$ cat config.mk
export PLATFORM = sky130hd
export DESIGN_NAME = ecg_sample_fetch
export DESIGN_NICKNAME = d
export VERILOG_FILES = /design/src/rtl/ecg_fetch_pkg.sv /design/src/rtl/sync_fifo.sv /design/src/rtl/ecg_sample_fetch.sv
export SDC_FILE = /design/constraint.sdc
export NUM_CORES = 1
export LEC_CHECK = 0
export CAP_MARGIN = 20
export CORE_ASPECT_RATIO = 1.5
export CORE_MARGIN = 2
export CORE_UTILIZATION = 45
export CTS_BUF_LIST = sky130_fd_sc_hd__clkbuf_8
export CTS_CLUSTER_SIZE = 10
export DETAILED_ROUTE_END_ITERATION = 7
export GPL_TIMING_DRIVEN = 0
export HOLD_SLACK_MARGIN = 0.06
export PLACE_DENSITY_LB_ADDON = 0.08
export SYNTH_ARGS = -nofsm -noshare
export SYNTH_HDL_FRONTEND = slang
export SYNTH_HIERARCHICAL = 1
export SYNTH_SLANG_ARGS = --single-unit
$ cat constraint.sdc
create_clock -name clk -period 3.6 [get_ports clk]
set_clock_uncertainty 0.2 [all_clocks]
set_input_delay 0.54 -clock clk [delete_from_list [all_inputs] [get_ports clk]]
set_output_delay 0.54 -clock clk [all_outputs]
set_load 0.02 [all_outputs]
$ cat src/rtl/ecg_fetch_pkg.sv
// ecg_fetch_pkg
//   Shared types and constants for the ECG sample requester.
//   - fetch_state_e : request FSM states
//   - sample_t      : sample word at the default data width
//   - DEF_CLK_DIV   : 100 MHz / 360 Hz sample period in clock cycles
//   - cnt_width()   : counter width able to hold 0..n-1 (at least one bit)
package ecg_fetch_pkg;

    localparam int unsigned DEF_CLK_DIV    = 277778;
    localparam int unsigned DEF_DATA_WIDTH = 11;

    typedef enum logic [1:0] {
        IDLE = 2'd0,
        REQ  = 2'd1,
        WAIT = 2'd2
    } fetch_state_e;

    typedef logic [DEF_DATA_WIDTH-1:0] sample_t;

    function automatic int unsigned cnt_width(input int unsigned n);
        return (n > 1) ? $clog2(n) : 1;
    endfunction

endpackage

$ cat src/rtl/sync_fifo.sv
// sync_fifo
//   Single-clock first-word-fall-through FIFO with an occupancy output.
//   Ports:
//     clk, nrst         clock, asynchronous active-low reset
//     i_push, i_data    write strobe and data (ignored when full)
//     o_data, o_valid   head of queue and not-empty flag
//     i_ready           consumer accepts head this cycle
//     o_level           number of entries held
module sync_fifo
    import ecg_fetch_pkg::*;
#(
    parameter int unsigned DATA_WIDTH = 11,
    parameter int unsigned FIFO_DEPTH = 8,
    parameter int unsigned LVL_W      = $clog2(FIFO_DEPTH + 1)
) (
    input  logic                  clk,
    input  logic                  nrst,
    input  logic                  i_push,
    input  logic [DATA_WIDTH-1:0] i_data,
    output logic [DATA_WIDTH-1:0] o_data,
    output logic                  o_valid,
    input  logic                  i_ready,
    output logic [LVL_W-1:0]      o_level
);

    localparam int unsigned      PTR_W    = cnt_width(FIFO_DEPTH);
    localparam logic [LVL_W-1:0] LVL_FULL = LVL_W'(FIFO_DEPTH);

    logic [DATA_WIDTH-1:0] r_mem [FIFO_DEPTH];
    logic [PTR_W-1:0]      r_wr_ptr;
    logic [PTR_W-1:0]      r_rd_ptr;
    logic [LVL_W-1:0]      r_level;

    logic w_do_push;
    logic w_do_pop;

    assign o_valid   = (r_level != '0);
    assign w_do_push = i_push && (r_level != LVL_FULL);
    assign w_do_pop  = o_valid && i_ready;

    // Head is forced to zero while empty so the output is defined from reset.
    assign o_data  = o_valid ? r_mem[r_rd_ptr] : '0;
    assign o_level = r_level;

    always_ff @(posedge clk) begin
        if (w_do_push) begin
            r_mem[r_wr_ptr] <= i_data;
        end
    end

    // Depth is a power of two, so the pointers wrap by plain overflow.
    always_ff @(posedge clk or negedge nrst) begin
        if (!nrst) begin
            r_wr_ptr <= '0;
            r_rd_ptr <= '0;
            r_level  <= '0;
        end else begin
            if (w_do_push) begin
                r_wr_ptr <= r_wr_ptr + PTR_W'(1);
            end
            if (w_do_pop) begin
                r_rd_ptr <= r_rd_ptr + PTR_W'(1);
            end
            if (w_do_push && !w_do_pop) begin
                r_level <= r_level + LVL_W'(1);
            end else if (!w_do_push && w_do_pop) begin
                r_level <= r_level - LVL_W'(1);
            end
        end
    end

endmodule

$ cat src/rtl/ecg_sample_fetch.sv
// ecg_sample_fetch
//   Paces single-sample requests to an ECG source at the record rate, captures
//   the returned sample, checks the source's running sample index and buffers
//   the samples for a valid/ready consumer.
//   Ports:
//     clk, nrst                 clock, asynchronous active-low reset
//     enable                    run the rate divider; low holds it at zero
//     signal_req                one-cycle request pulse to the source
//     signal_valid, signal_in   source response strobe and sample
//     src_counter               source's delivered-sample count incl. current one
//     m_data, m_valid, m_ready  buffered sample stream (first-word fall-through)
//     fifo_level                buffered entries
//     fetched_count             samples captured since reset (wraps)
//     overflow                  sticky: a tick found the buffer full
//     timeout_err               sticky: source did not answer in time
//     seq_err                   sticky: source index disagreed with our count
module ecg_sample_fetch
    import ecg_fetch_pkg::*;
#(
    parameter int unsigned CLK_DIV    = DEF_CLK_DIV,
    parameter int unsigned TIMEOUT    = 4,
    parameter int unsigned DATA_WIDTH = 11,
    parameter int unsigned CTR_WIDTH  = 24,
    parameter int unsigned FIFO_DEPTH = 8,
    parameter int unsigned LVL_W      = $clog2(FIFO_DEPTH + 1)
) (
    input  logic                  clk,
    input  logic                  nrst,
    input  logic                  enable,
    output logic                  signal_req,
    input  logic                  signal_valid,
    input  logic [DATA_WIDTH-1:0] signal_in,
    input  logic [CTR_WIDTH-1:0]  src_counter,
    output logic [DATA_WIDTH-1:0] m_data,
    output logic                  m_valid,
    input  logic                  m_ready,
    output logic [LVL_W-1:0]      fifo_level,
    output logic [CTR_WIDTH-1:0]  fetched_count,
    output logic                  overflow,
    output logic                  timeout_err,
    output logic                  seq_err
);

    localparam int unsigned       DIV_W     = cnt_width(CLK_DIV);
    localparam int unsigned       WAIT_W    = cnt_width(TIMEOUT);
    localparam logic [DIV_W-1:0]  DIV_LAST  = DIV_W'(CLK_DIV - 1);
    localparam logic [WAIT_W-1:0] WAIT_LAST = WAIT_W'(TIMEOUT - 1);
    localparam logic [LVL_W-1:0]  LVL_FULL  = LVL_W'(FIFO_DEPTH);

    fetch_state_e r_state;
    fetch_state_e w_state_next;

    logic [DIV_W-1:0]     r_div_cnt;
    logic [WAIT_W-1:0]    r_wait_cnt;
    logic [WAIT_W-1:0]    w_wait_cnt_next;
    logic [CTR_WIDTH-1:0] r_fetched_count;
    logic                 r_overflow;
    logic                 r_timeout_err;
    logic                 r_seq_err;

    logic                 w_tick;
    logic                 w_fifo_full;
    logic                 w_capture;
    logic                 w_set_overflow;
    logic                 w_set_timeout;
    logic [CTR_WIDTH-1:0] w_expected_ctr;
    logic [LVL_W-1:0]     w_fifo_level;

    // ---------------------------------------------------------------- divider
    // Free-running while enabled, so ticks stay periodic regardless of FSM state.
    assign w_tick = enable && (r_div_cnt == DIV_LAST);

    always_ff @(posedge clk or negedge nrst) begin
        if (!nrst) begin
            r_div_cnt <= '0;
        end else if (!enable || w_tick) begin
            r_div_cnt <= '0;
        end else begin
            r_div_cnt <= r_div_cnt + DIV_W'(1);
        end
    end

    // -------------------------------------------------------------------- FSM
    assign w_fifo_full = (w_fifo_level == LVL_FULL);

    always_ff @(posedge clk or negedge nrst) begin
        if (!nrst) begin
            r_state    <= IDLE;
            r_wait_cnt <= '0;
        end else begin
            r_state    <= w_state_next;
            r_wait_cnt <= w_wait_cnt_next;
        end
    end

    always_comb begin
        w_state_next    = r_state;
        w_wait_cnt_next = r_wait_cnt;
        w_capture       = 1'b0;
        w_set_overflow  = 1'b0;
        w_set_timeout   = 1'b0;
        unique case (r_state)
            IDLE: begin
                // Space is reserved at tick time; only one request is ever outstanding.
                if (w_tick) begin
                    if (w_fifo_full) begin
                        w_set_overflow = 1'b1;
                    end else begin
                        w_state_next = REQ;
                    end
                end
            end
            REQ: begin
                w_state_next    = WAIT;
                w_wait_cnt_next = '0;
            end
            WAIT: begin
                if (signal_valid) begin
                    w_capture    = 1'b1;
                    w_state_next = IDLE;
                end else if (r_wait_cnt == WAIT_LAST) begin
                    w_set_timeout = 1'b1;
                    w_state_next  = IDLE;
                end else begin
                    w_wait_cnt_next = r_wait_cnt + WAIT_W'(1);
                end
            end
            default: begin
                w_state_next = IDLE;
            end
        endcase
    end

    // Decoded straight from the state register, so the pulse is glitch-free.
    assign signal_req = (r_state == REQ);

    // ------------------------------------------------------- capture checks
    // The source counts the sample it is delivering, so it should be one ahead.
    assign w_expected_ctr = r_fetched_count + CTR_WIDTH'(1);

    always_ff @(posedge clk or negedge nrst) begin
        if (!nrst) begin
            r_fetched_count <= '0;
            r_overflow      <= 1'b0;
            r_timeout_err   <= 1'b0;
            r_seq_err       <= 1'b0;
        end else begin
            if (w_set_overflow) begin
                r_overflow <= 1'b1;
            end
            if (w_set_timeout) begin
                r_timeout_err <= 1'b1;
            end
            if (w_capture) begin
                r_fetched_count <= w_expected_ctr;
                if (src_counter != w_expected_ctr) begin
                    r_seq_err <= 1'b1;
                end
            end
        end
    end

    assign fetched_count = r_fetched_count;
    assign overflow      = r_overflow;
    assign timeout_err   = r_timeout_err;
    assign seq_err       = r_seq_err;

    // ----------------------------------------------------------------- buffer
    sync_fifo #(
        .DATA_WIDTH (DATA_WIDTH),
        .FIFO_DEPTH (FIFO_DEPTH),
        .LVL_W      (LVL_W)
    ) u_fifo (
        .clk     (clk),
        .nrst    (nrst),
        .i_push  (w_capture),
        .i_data  (signal_in),
        .o_data  (m_data),
        .o_valid (m_valid),
        .i_ready (m_ready),
        .o_level (w_fifo_level)
    );

    assign fifo_level = w_fifo_level;

endmodule

==> After elaboration in Yosys (flattened, before gate mapping) <==
Memory sizes are Yosys's and may differ from the RTL's.
Cells that the tools add are included.
{ "totals": {"mem_count": 1, "inputBits": 40, "ram_bits": 88, "register_bits": 60, "output_inout_bits": 44} }
{ "classes": {"reduce_logical": 16, "eq_ne": 12, "n_mux": 22, "addsub": 7} }
{ "mem_list": {"columns": ["name", "depth", "width", "read_ports", "rd_clocked_by_memory_dff", "wr", "line_no", "text"], "rows": [
  ["u_fifo.r_mem", 8, 11, 1, 0, 1, "sync_fifo.sv:29", "logic [DATA_WIDTH-1:0] r_mem [FIFO_DEPTH];"]
]} }
{ "op_table": {"columns": ["operator", "count"], "rows": [
  ["$add A24 B1 Y24 const B", 1],
  ["$ne A24 B24 Y1", 1],
  ["$add A19 B1 Y19 const B", 1],
  ["$eq A19 B19 Y1 const B", 1],
  ["$mux W19", 1],
  ["$mux W2", 6],
  ["$mux W11", 1],
  ["$mux W1", 10],
  ["$mux W4", 2],
  ["$ne A2 B2 Y1 const B", 4],
  ["$add A3 B1 Y3 const B", 2],
  ["$pmux W2 S3", 1],
  ["$reduce_and A3 Y1", 2],
  ["$logic_and A1 B1 Y1", 5],
  ["$add A4 B1 Y4 const B", 1],
  ["$eq A2 B2 Y1 const B", 2],
  ["$eq A4 B4 Y1 const B", 1],
  ["$ne A4 B4 Y1 const B", 1],
  ["$pmux W2 S2", 1],
  ["$reduce_bool A2 Y1", 2],
  ["$reduce_bool A4 Y1", 1],
  ["$sub A4 B1 Y4 const B", 1],
  ["$logic_not A1 Y1", 3],
  ["$ne A3 B3 Y1 const B", 1],
  ["other kinds (5)", 5]
]} }

==> Longest topological paths before layout <==
Gate-level depths: netlist of the first run.
{ "depth": {"ltp_word": 7, "depth_mapped": 12, "depth_no_buf": 12} }

==> Cells and area by module <==
Netlist of the first run, hierarchy kept.
{ "modules_own_cells": {"columns": ["module", "area_per_inst_um2", "n_inst", "cells_per_inst", "seq_area_each_um2"], "rows": [
  ["sync_fifo", 3931.3, 1, 192, 2892.8],
  ["ecg_sample_fetch", 3109.2, 1, 327, 1251.2]
]} }

==> Worst setup path before layout of the first run <==
Ideal clock, no wire load.
{ "synth_timing": {"path_type": "register to register", "start": "register u_fifo.r_level[0], in the netlist u_fifo/o_level[0]", "end": "register u_fifo.r_level[3], in the netlist u_fifo/o_level[3]", "t_arrival_ns": 2.753, "required_ns": 3.269, "stages_incl_launch_ff": 10, "setup_time_ns": 0.131, "setup_slack_ns": 0.516, "n_path_buf": 0, "path_cell_list": "dfrtp_1 or4b_2 nand2_2 inv_1 ha_1 inv_1 ha_1 or4_1 o211ai_1 o211ai_1"} }
{ "synth_via": {"elab_chain_cells": 5, "elab_cells_between_ends": 13, "cone_classes": "add/sub: 2; eq/ne: 1; mux: 2; reduce/logical: 8"} }
{ "synth_lines": {"columns": ["element", "line_no", "text"], "rows": [
  ["from (decl)", "sync_fifo.sv:32", "logic [LVL_W-1:0] r_level;"],
  ["from (signal assigned)", "sync_fifo.sv:65", "r_level <= r_level + LVL_W'(1);"],
  ["from (signal assigned)", "sync_fifo.sv:67", "r_level <= r_level - LVL_W'(1);"],
  ["$ne A4 B4 Y1 *", "sync_fifo.sv:38", "assign w_do_push = i_push && (r_level != LVL_FULL);"],
  ["$logic_and A1 B1 Y1 *", "sync_fifo.sv:38", null],
  ["via u_fifo.w_do_push", "sync_fifo.sv:34", "logic w_do_push;"],
  ["$logic_not A1 Y1", "sync_fifo.sv:66", "end else if (!w_do_push && w_do_pop) begin"],
  ["$logic_and A1 B1 Y1", "sync_fifo.sv:66", null],
  ["$reduce_bool A2 Y1 (no line)", null, null]
]} }
Mark *: on every way through the listed nets, which the timed path passes. The rest lies on a longest branch. The select of a mux whose other input is x is not followed.
A chain may end at the register's enable or synchronous reset.

==> Final worst setup path of the first run <==
{ "layout_timing": {"start": "register u_fifo.r_rd_ptr[0]", "end": "output port m_data[0]"} }
{ "layout_via": {"elab_chain_cells": 2} }
{ "layout_lines": {"columns": ["element", "line_no", "text"], "rows": [
  ["from (decl)", "sync_fifo.sv:31", "logic [PTR_W-1:0] r_rd_ptr;"],
  ["from (signal assigned)", "sync_fifo.sv:62", "r_rd_ptr <= r_rd_ptr + PTR_W'(1);"],
  ["$mem_v2 Z8 W11", null, null],
  ["$mux W11", "sync_fifo.sv:42", "assign o_data = o_valid ? r_mem[r_rd_ptr] : '0;"],
  ["to (decl)", "ecg_sample_fetch.sv:34", "output logic [DATA_WIDTH-1:0] m_data,"]
]} }
Every way passes these cells.

==> flow_metrics.py, run 1 <==
metrics = {
    "global_route": {
        "grt_pass1_vias": 4950,
        "met2_usage_pct": 38.1,
        "grtUsageTotal_pct": 20.1,
        "grt_antenna_before_repair": 0,
        "grt.overflow.total": 0,
        "use_met1_pct": 21.3,
        "gr-usage-met3_pct": 5.18,
        "grt_start_max_net_pins": 61,
        "grt_pass1_wl_um": 25300,
        "busiest_layer": "met2",
    },
    "yosys": {
        "synth-edff-count": 88,
        "yosys_warnings": 6,
        "yosysUniqueCellTypes": 64,
        "syn_nets": 572,
        "syn_area_mm2": 0.00704,
        "ys_seq_elements": 148,
        "synth_ff_type": "edfxtp_1",
        "syn_inst": 519,
        "avgSynthCellArea_um2": 13.6,
        "seq_area_frac_synth_pct": 58.9,
        "async_reset_ff_share_pct": 40.5,
    },
    "pwr": {
        "irDropWorstVdd_v": 0.000270,
        "finalPower_mw": 4.97,
        "pwr-share-seq_pct": 41.3,
        "internal_power_mw": 3.32,
        "p_sw_share_pct": 33.2,
        "power.density_mw_per_mm2": 573,
        "p_sw_mw": 1.65,
        "p_leak_nw": 3.17,
        "clock_power_share_pct": 26.6,
        "comb_power_share_pct": 32.2,
    },
    "cells_and_area": {
        "final_cell_mix": "edfxtp_1 (88), clkdlybuf4s50_1 (82), dfrtp_1 (60)",
        "register_area_mm2": 0.00414,
        "drive_above_1_share_pct": 16.3,
        "diodes": 0,
        "fillers": 1298,
        "multi_input_area_mm2": 0.00271,
        "syn_to_final_growth_pct": 23.0,
        "final_common_cell": "edfxtp_1",
        "final_cell_area_mm2": 0.00866,
        "stdcell_count": 846,
        "nets": 683,
    },
    "timing": {
        "fin_ws_ps": 182,
        "max_slew.worst_pin.slew_ps": 857,
        "fin_hold_ws_ps": 291,
        "finalSetupViolCount": 0,
        "period_share_pct": 94.9,
        "rsz0062_at_grt": "no",
        "min_period_ps": 3420,
        "timing.fmax_mhz": 293,
        "slew_headroom_pct": 42.6,
        "maxSlewViolCount": 0,
        "hold_viol": 0,
    },
    "clock_network": {
        "cts_max_level": 4,
        "clockBufferDepth": 2,
        "cts_buffers": 17,
        "cts_sinks": 148,
        "post_cts_buffers": 0,
        "clk-insertion-delay-late_ps": 450,
        "path_clk_slew_ps": 80,
        "tritoncts": "yes",
        "clockRootBuffer": "clkbuf_8",
    },
    "floorplanning": {
        "die_w_um": 106,
        "core_mm2": 0.0155,
        "die_h_um": 157,
        "num_rows": 56,
        "dieArea_mm2": 0.0167,
        "io_pins": 84,
        "initial_utilization_pct": 45.5,
    },
    "drt": {
        "drtIter0Drc": 196,
        "drt-vias-per-instance": 5.41,
        "vias": 4578,
        "wl_per_cell_um": 18.5,
        "antenna_left": 0,
        "drt-total-wl_um": 15600,
        "drc": 0,
        "dr.pass1.iters": 4,
    },
    "critical_path": {
        "start_kind": "flip-flop",
        "crit_chain": "buf_2 > buf_2 > mux4_2 > a22o_1 > clkdlybuf4s50_1",
        "cp_num_buf_inv": 3,
        "worstSetupPathType": "flip-flop to output port",
        "required_ps": 2860,
        "path_max_fanout": 10,
        "path_common_cell": "buf_2",
        "critical-path-max-stage-delay_ps": 570,
        "cp_top_family": "buffers and inverters",
        "worstPathArrival_ps": 2680,
        "crit_path_end_kind": "output port",
        "cp_slowest_cell": "mux4_2",
    },
    "place": {
        "place_hpwl_um": 11600,
        "dp.cells": 813,
        "gp_congestion": 0.834,
        "post-place-ws_ps": -132,
        "placed_area_mm2": 0.00823,
        "io_buffer_count": 83,
    },
    "run": {
        "drv_cap": 0,
    },
    "min_path": {
        "hp-class": "flip-flop to flip-flop",
    },
    "run_status": {
        "status": "complete, no violations",
    },
}
==> per-layer routing <==
layer / part of all wire (%) / vias up
met2: 56 / 131
met4: 2.3 / 0
met1: 38 / 2265
met5: 0 / -
met3: 4.4 / 23
li1: - / 2159
==> registers in the layout, indices dropped and copies added (netlist names) <==
name / count
u_fifo/r_mem: 88
seq_err: 1
u_fifo/r_rd_ptr: 3
fetched_count: 24
r_wait_cnt: 2
timeout_err: 1
u_fifo/o_level: 4
u_fifo/r_wr_ptr: 3
overflow: 1
r_div_cnt: 19
r_state: 2
==> cell usage after synthesis, drive strengths merged, types with 3 or more instances <==
| master | instances | area [um^2] |
|---|---|---|
| a21oi | 6 | 30.0 |
| a22o | 11 | 96.3 |
| and3 | 3 | 18.8 |
| and4 | 5 | 45.0 |
| buf | 17 | 123 |
| clkbuf | 6 | 35.0 |
| dfrtp | 60 | 1500 |
| edfxtp | 88 | 2640 |
| ha | 12 | 150 |
| inv | 14 | 52.6 |
| mux2 | 4 | 45.0 |
| mux4 | 22 | 495 |
| nand2 | 28 | 108 |
| nand2b | 7 | 43.8 |
| nand3 | 31 | 160 |
| nand4 | 15 | 106 |
| nor2 | 35 | 131 |
| nor3 | 16 | 80.1 |
| nor4 | 11 | 98.8 |
| nor4b | 3 | 26.3 |
| o21ai | 11 | 55.1 |
| or3 | 3 | 18.8 |
| or4 | 3 | 26.3 |
| xnor2 | 41 | 359 |
| xor2 | 35 | 307 |
==> final timing paths <==
kind / from / to / slack (ps) / cells after the start
setup / recovery: u_fifo/r_rd_ptr[0] / m_data[0] / 180 / 5
hold / removal: timeout_err / timeout_err / 290 / 1
setup reg to reg: r_state[0] / u_fifo/o_level[3] / 320 / 12
hold reg to reg: timeout_err / timeout_err / 290 / 1
max in group asynchronous: nrst / r_div_cnt[2] / 2150 / 2
min in group asynchronous: nrst / fetched_count[10] / 500 / 2
==> metrics by stage <==
stage	util, %	TNS, ps
2_1_floorplan	-	0
3_3_place_gp	52.5	-34260
3_5_place_dp	53.1	-132
4_1_cts	55.9	0
5_1_grt	55.9	0
6_report	55.9	0
==> worst reg2reg max path, delay by kind of cell, from the launching register on <==
kind / cells / cell delay, ps
buf+inv: 4 / 600
simple gates: 3 / 980
fa+ha+maj: 3 / 810
flops: 1 / 360
compound gates: 2 / 210
==> logic make-up after synthesis <==
family                   Yosys count  synth area share [%]
AO/OA/AOI/OAI                     47                  4.92
buffers and inverters             38                  3.04
AND/OR/NAND/NOR                  170                  13.5
adder cells (fa/ha/maj)           13                  2.42
multiplexers                      27                  7.82
flip-flops                       148                  58.9
XOR/XNOR                          76                  9.45
==> what timing repair did <==
action                                 in CTS  in global routing
hold buffers                                1                  0
setup endpoints to repair                   0                  8
endpoints found under the hold margin      60                  0
gates resized for setup                     0                  4
==> power groups by stage <==
stage | clock network, mW | registers, mW | logic (mW)
after detailed placement | 0 | 2.09 | 1.62
final | 1.32 | 2.05 | 1.60
after CTS | 1.36 | 2.05 | 1.62
after global placement | 0 | 2.08 | 1.58
after floorplan | 0 | 2.10 | 0.993
after global routing | 1.43 | 2.08 | 1.72
==> final cells by class <==
type | count | area share [%]
timing repair buffer | 92 | 10.6
sequential | 148 | 47.8
multi-input combinational | 333 | 31.3
inverter | 15 | 0.693
clock inverter | 15 | 2.12
tap | 203 | 2.93
clock buffer | 17 | 2.70
buffer | 23 | 1.86
Power figures use the tool's default switching activity.
==> run 2, diff against run 1 <==
--- a/config.mk
+++ b/config.mk
@@ -5,6 +5,7 @@
 export SDC_FILE = /design/constraint.sdc
 export NUM_CORES = 1
 export LEC_CHECK = 0
+export ABC_AREA = 0
 export CAP_MARGIN = 20
 export CORE_ASPECT_RATIO = 1.5
 export CORE_MARGIN = 2
==> constraint.sdc (replaced) <==
create_clock -name clk -period 4.2 [get_ports clk]
set_clock_uncertainty 0.2 [all_clocks]
set_input_delay 0.63 -clock clk [delete_from_list [all_inputs] [get_ports clk]]
set_output_delay 0.63 -clock clk [all_outputs]
set_load 0.02 [all_outputs]
==> run 2 against run 1 <==
  * Clock power fell by 14%
  * Design area fell by 0.20%
  * Non-clock buffer count fell by 1
  * Largest cell class unchanged
  * Via count fell by 0.15%
  * Final cell count fell by 0.12%
  * Global-route usage did not move
  * Highest routed layer unchanged
  * Hold slack got worse by 250 ps
  * Critical path type unchanged
  * Clock-buffer cell count did not move
==> flow_metrics.py, run 2 (synthesis gave the netlist of run 1 again) <==
metrics = {
    "place": {
        "post-place-ws_ps": 378,
        "place_hpwl_um": 11600,
        "gp_congestion": 0.834,
        "io_buffer_count": 83,
        "placed_area_mm2": 0.00823,
    },
    "cells_and_area": {
        "final_common_cell": "edfxtp_1",
        "final_cell_mix": "edfxtp_1 (88), clkdlybuf4s50_1 (82), dfrtp_1 (60)",
        "largest_reg_flops": 88,
        "diodes": 0,
        "regMostFlops": "u_fifo/r_mem",
        "drive_above_1_share_pct": 16.0,
        "final_cell_area_mm2": 0.00865,
        "syn_to_final_growth_pct": 22.8,
        "nets": 682,
        "final_core_util_pct": 55.8,
        "fillers": 1301,
    },
    "timing": {
        "period_share_pct": 85.1,
        "fin_ws_ps": 625,
        "final.setup.tns_ps": 0,
        "hold_viol": 0,
        "max_slew.worst_pin.slew_ps": 867,
        "maxSlewViolCount": 0,
        "rsz0062_at_grt": "no",
        "min_period_ps": 3570,
        "timing.fmax_mhz": 280,
        "slew_headroom_pct": 42.0,
        "finalSetupViolCount": 0,
    },
    "clock_network": {
        "tritoncts": "yes",
        "cts_resized": 0,
        "post_cts_buffers": 0,
        "clockBufferDepth": 2,
        "cts_max_level": 4,
        "clockRootBuffer": "clkbuf_8",
        "cts_buffers": 17,
        "clk-insertion-delay-late_ps": 450,
        "path_clk_slew_ps": 100,
        "ctsHoldBuffers": 0,
        "cts_sinks": 148,
    },
    "floorplanning": {
        "num_rows": 56,
        "dieArea_mm2": 0.0167,
        "initial_utilization_pct": 45.5,
        "die_h_um": 157,
        "core_mm2": 0.0155,
        "die_w_um": 106,
        "io_pins": 84,
    },
    "pwr": {
        "p_sw_mw": 1.41,
        "p_sw_share_pct": 33.2,
        "p_leak_nw": 3.17,
        "comb_power_share_pct": 32.0,
        "pwr-share-seq_pct": 41.4,
        "irDropWorstVdd_v": 0.000229,
        "internal_power_mw": 2.84,
        "power.density_mw_per_mm2": 491,
        "finalPower_mw": 4.25,
        "clock_power_share_pct": 26.6,
    },
    "critical_path": {
        "start_kind": "flip-flop",
        "cp_slowest_cell": "clkbuf_1",
        "cp_top_family": "buffers and inverters",
        "worstPathArrival_ps": 2740,
        "cp.depth": 4,
        "path_max_fanout": 10,
        "reg2reg_depth": 12,
        "required_ps": 3370,
        "crit_path_end_kind": "output port",
        "worstSetupPathType": "flip-flop to output port",
        "crit_chain": "clkbuf_1 > mux4_2 > a22o_1 > clkdlybuf4s50_1",
        "critical-path-max-stage-delay_ps": 610,
        "cp_num_buf_inv": 2,
    },
    "run_status": {
        "status": "complete, no violations",
    },
    "drt": {
        "wl_per_cell_um": 18.5,
        "drc": 0,
        "antenna_left": 0,
        "vias": 4571,
        "drt-vias-per-instance": 5.41,
        "drtIter0Drc": 213,
        "dr.pass1.iters": 5,
        "drt-total-wl_um": 15600,
    },
    "run": {
        "drv_cap": 0,
    },
    "min_path": {
        "hp-class": "input pin to asynchronous set/reset pin",
    },
    "global_route": {
        "grtUsageTotal_pct": 20.1,
        "grt_pass1_wl_um": 25300,
        "grt_pass1_vias": 4950,
        "grt_antenna_before_repair": 0,
        "grt_start_max_net_pins": 61,
        "grt.overflow.total": 0,
    },
}
run 2: cell types whose count changed in the layout (fill, tap and decap cells not counted):
cell and change:
buf_2 +1, clkbuf_1 +1, clkbuf_2 -1, clkbuf_4 -1
clkinv_1 +1, clkinvlp_4 -1, dlygate4sd3_1 -1
run 2: worst reg2reg max path, cell delays in order (launching register included):
cell and delay [ps]:
dfrtp_1 360, inv_1 80, ha_1 240, nand2_1 180, clkinv_1 370, nand2_2 310, inv_1 70, ha_1 260
inv_1 150, ha_1 310, or4_1 530, o211ai_1 120, o211ai_1 100
run 2: routing by layer:
metal	up-vias	track usage [%]	share of wire [%]
li1	2155	-	-
met1	2257	21.3	37
met2	136	38.1	56
met3	23	5.18	4.6
met4	0	6.95	2.3
met5	-	0	0
run 2: path summary, 6_finish.rpt:
path                                     endpoint  slack, ps          startpoint
worst max-delay path                    m_data[7]        630  u_fifo/r_rd_ptr[1]
worst min-delay path            fetched_count[12]         40                nrst
worst max register to register  u_fifo/o_level[3]        810          r_state[0]
worst min register to register        timeout_err        290         timeout_err
max in group asynchronous            r_div_cnt[2]       3200                nrst
min in group clk                      timeout_err        290         timeout_err
run 2: final cells by class:
| cell class | count | area (um^2) | area share [%] |
|---|---|---|---|
| tap | 203 | 254 | 2.94 |
| multi-input combinational | 333 | 2710 | 31.3 |
| buffer | 23 | 158 | 1.82 |
| clock buffer | 17 | 234 | 2.71 |
| inverter | 15 | 56.3 | 0.651 |
| sequential | 148 | 4140 | 47.9 |
| clock inverter | 15 | 184 | 2.13 |
| timing repair buffer | 91 | 907 | 10.5 |
run 2: stage by stage:
stage | instances | hold WS, ps
after global placement | 805 | 263
after detailed placement | 813 | 277
final | 845 | 44.6
after global routing | 845 | 93.9
after floorplan | 519 | 134
after CTS | 845 | 77.3
run 2: power groups by stage:
stage	Combinational (mW)	Sequential, mW	Clock, mW
after floorplan	0.851	1.80	0
after global placement	1.36	1.78	0
after detailed placement	1.38	1.79	0
after CTS	1.39	1.76	1.16
after global routing	1.47	1.78	1.23
final	1.36	1.76	1.13
==> run 3, diff against run 2 <==
--- a/config.mk
+++ b/config.mk
@@ -9,7 +9,7 @@
 export CAP_MARGIN = 20
 export CORE_ASPECT_RATIO = 1.5
 export CORE_MARGIN = 2
-export CORE_UTILIZATION = 45
+export CORE_UTILIZATION = 30
 export CTS_BUF_LIST = sky130_fd_sc_hd__clkbuf_8
 export CTS_CLUSTER_SIZE = 10
 export DETAILED_ROUTE_END_ITERATION = 7
==> run 3 against run 2 <==
  * Register-to-register slack lost 150 ps
  * Via count shrank 2.0%
  * Non-clock buffer count is the same
  * Combinational power is essentially flat
  * Core utilization shrank 18 points
  * Final cell count grew 13%
  * Critical path type unchanged
  * Largest power group unchanged
  * Highest routed layer unchanged
==> flow_metrics.py, run 3 (synthesis gave the netlist of run 1 again) <==
metrics = {
    "timing": {
        "finalSetupViolCount": 0,
        "rsz0062_at_grt": "no",
        "period_share_pct": 86.9,
        "hold_viol": 0,
        "slew_headroom_pct": 33.0,
        "fin_hold_ws_ps": 25.5,
        "timing.fmax_mhz": 274,
        "max_slew.worst_pin.slew_ps": 997,
        "min_period_ps": 3650,
        "maxSlewViolCount": 0,
    },
    "critical_path": {
        "critical-path-max-stage-delay_ps": 680,
        "worstSetupPathType": "flip-flop to output port",
        "cp.depth": 4,
        "cp_slowest_cell": "clkbuf_1",
        "worstPathArrival_ps": 2820,
        "path_max_fanout": 10,
        "crit_path_end_kind": "output port",
        "required_ps": 3370,
        "cp_top_family": "buffers and inverters",
        "cp_num_buf_inv": 2,
        "crit_chain": "clkbuf_1 > mux4_2 > a22o_1 > clkdlybuf4s50_1",
        "start_kind": "flip-flop",
        "reg2reg_depth": 12,
    },
    "place": {
        "placed_area_mm2": 0.00838,
        "place_hpwl_um": 12300,
        "gp_congestion": 0.747,
        "io_buffer_count": 83,
    },
    "floorplanning": {
        "die_w_um": 129,
        "initial_utilization_pct": 30.5,
        "num_rows": 68,
        "io_pins": 84,
        "dieArea_mm2": 0.0247,
        "core_mm2": 0.0231,
        "die_h_um": 192,
    },
    "clock_network": {
        "clockBufferDepth": 2,
        "cts_sinks": 148,
        "cts_max_level": 4,
        "cts_buffers": 17,
        "tritoncts": "yes",
        "post_cts_buffers": 0,
        "cts_resized": 0,
        "clockRootBuffer": "clkbuf_8",
        "clk-insertion-delay-late_ps": 460,
        "path_clk_slew_ps": 90,
        "ctsHoldBuffers": 0,
    },
    "drt": {
        "drc": 0,
        "drtIter0Drc": 206,
        "drt-vias-per-instance": 4.68,
        "vias": 4481,
        "drt-total-wl_um": 16900,
        "antenna_left": 0,
        "dr.pass1.iters": 4,
        "wl_per_cell_um": 17.6,
    },
    "cells_and_area": {
        "largest_reg_flops": 88,
        "nets": 682,
        "final_cell_mix": "edfxtp_1 (88), clkdlybuf4s50_1 (82), dfrtp_1 (60)",
        "final_cell_area_mm2": 0.00873,
        "drive_above_1_share_pct": 15.9,
        "syn_to_final_growth_pct": 24.1,
        "diodes": 0,
        "final_common_cell": "edfxtp_1",
        "regMostFlops": "u_fifo/r_mem",
    },
    "run_status": {
        "status": "complete, no violations",
    },
    "global_route": {
        "grt_pass1_vias": 4725,
        "grt_antenna_before_repair": 0,
        "grtUsageTotal_pct": 14.3,
        "grt_start_max_net_pins": 61,
        "grt.overflow.total": 0,
        "grt_pass1_wl_um": 26200,
    },
    "pwr": {
        "p_leak_nw": 3.14,
        "power.density_mw_per_mm2": 478,
        "finalPower_mw": 4.17,
        "irDropWorstVdd_v": 0.000293,
    },
    "run": {
        "drv_cap": 0,
    },
    "min_path": {
        "hp-class": "input pin to asynchronous set/reset pin",
    },
}
-- run 3: changes by cell type in the layout (fill, tap and decap cells not counted), sizes merged --
cell / previous run / this run
bufinv: 1 / 0
inv: 22 / 21
clkinvlp: 3 / 5
-- run 3: area by class of cell --
cell class,count,area (um^2)
clock inverters,15,121
fillers,2243,14300
flip-flops and latches,148,4140
plain buffers,23,158
well taps,315,394
inverters,15,56.3
multi-input cells,333,2710
clock buffers,17,234
repair buffers,91,918
-- run 3: per-stage QoR --
step,setup TNS (ps),setup WS [ps],std cells,utilization [%]
CTS,0,435,957,37.9
global placement,-8200,-662,917,35.8
detailed placement,0,179,925,36.3
finish,0,551,957,37.9
floorplan,0,1120,519,-
global route,0,393,957,37.9
-- run 3: per-layer routing --
metal	track usage, %	up-vias	wire length [um]
met2	26.2	99	9230
met3	4.04	17	856
met5	0	-	0
li1	-	2151	-
met1	15.5	2214	6550
met4	5.27	0	241
-- run 3: worst register-to-register path, stage by stage, from the launching register on --
cell and delay [ps]:
dfrtp_1 360, inv_1 70, ha_1 250, nand2_1 240, clkinv_1 410, nand2_2 320
inv_1 70, ha_1 260, inv_1 150, ha_1 320, or4_1 540, o211ai_1 110
o211ai_1 110
-- run 3: path summary, 6_finish.rpt --
check                              startpoint           endpoint  slack (ps)
min in group clk                  timeout_err        timeout_err         290
setup reg to reg                   r_state[0]  u_fifo/o_level[3]         660
setup / recovery           u_fifo/r_rd_ptr[1]          m_data[2]         550
hold reg to reg                   timeout_err        timeout_err         290
max in group asynchronous                nrst      r_div_cnt[10]        3220
hold / removal                           nrst   fetched_count[8]          30
-- run 3: power breakdown --
| group | total [mW] | internal, mW | switching [mW] |
|---|---|---|---|
| Combinational | 1.39 | 0.708 | 0.679 |
| Sequential | 1.76 | 1.63 | 0.136 |
| Clock | 1.03 | 0.421 | 0.604 |
| Total | 4.17 | 2.76 | 1.42 |
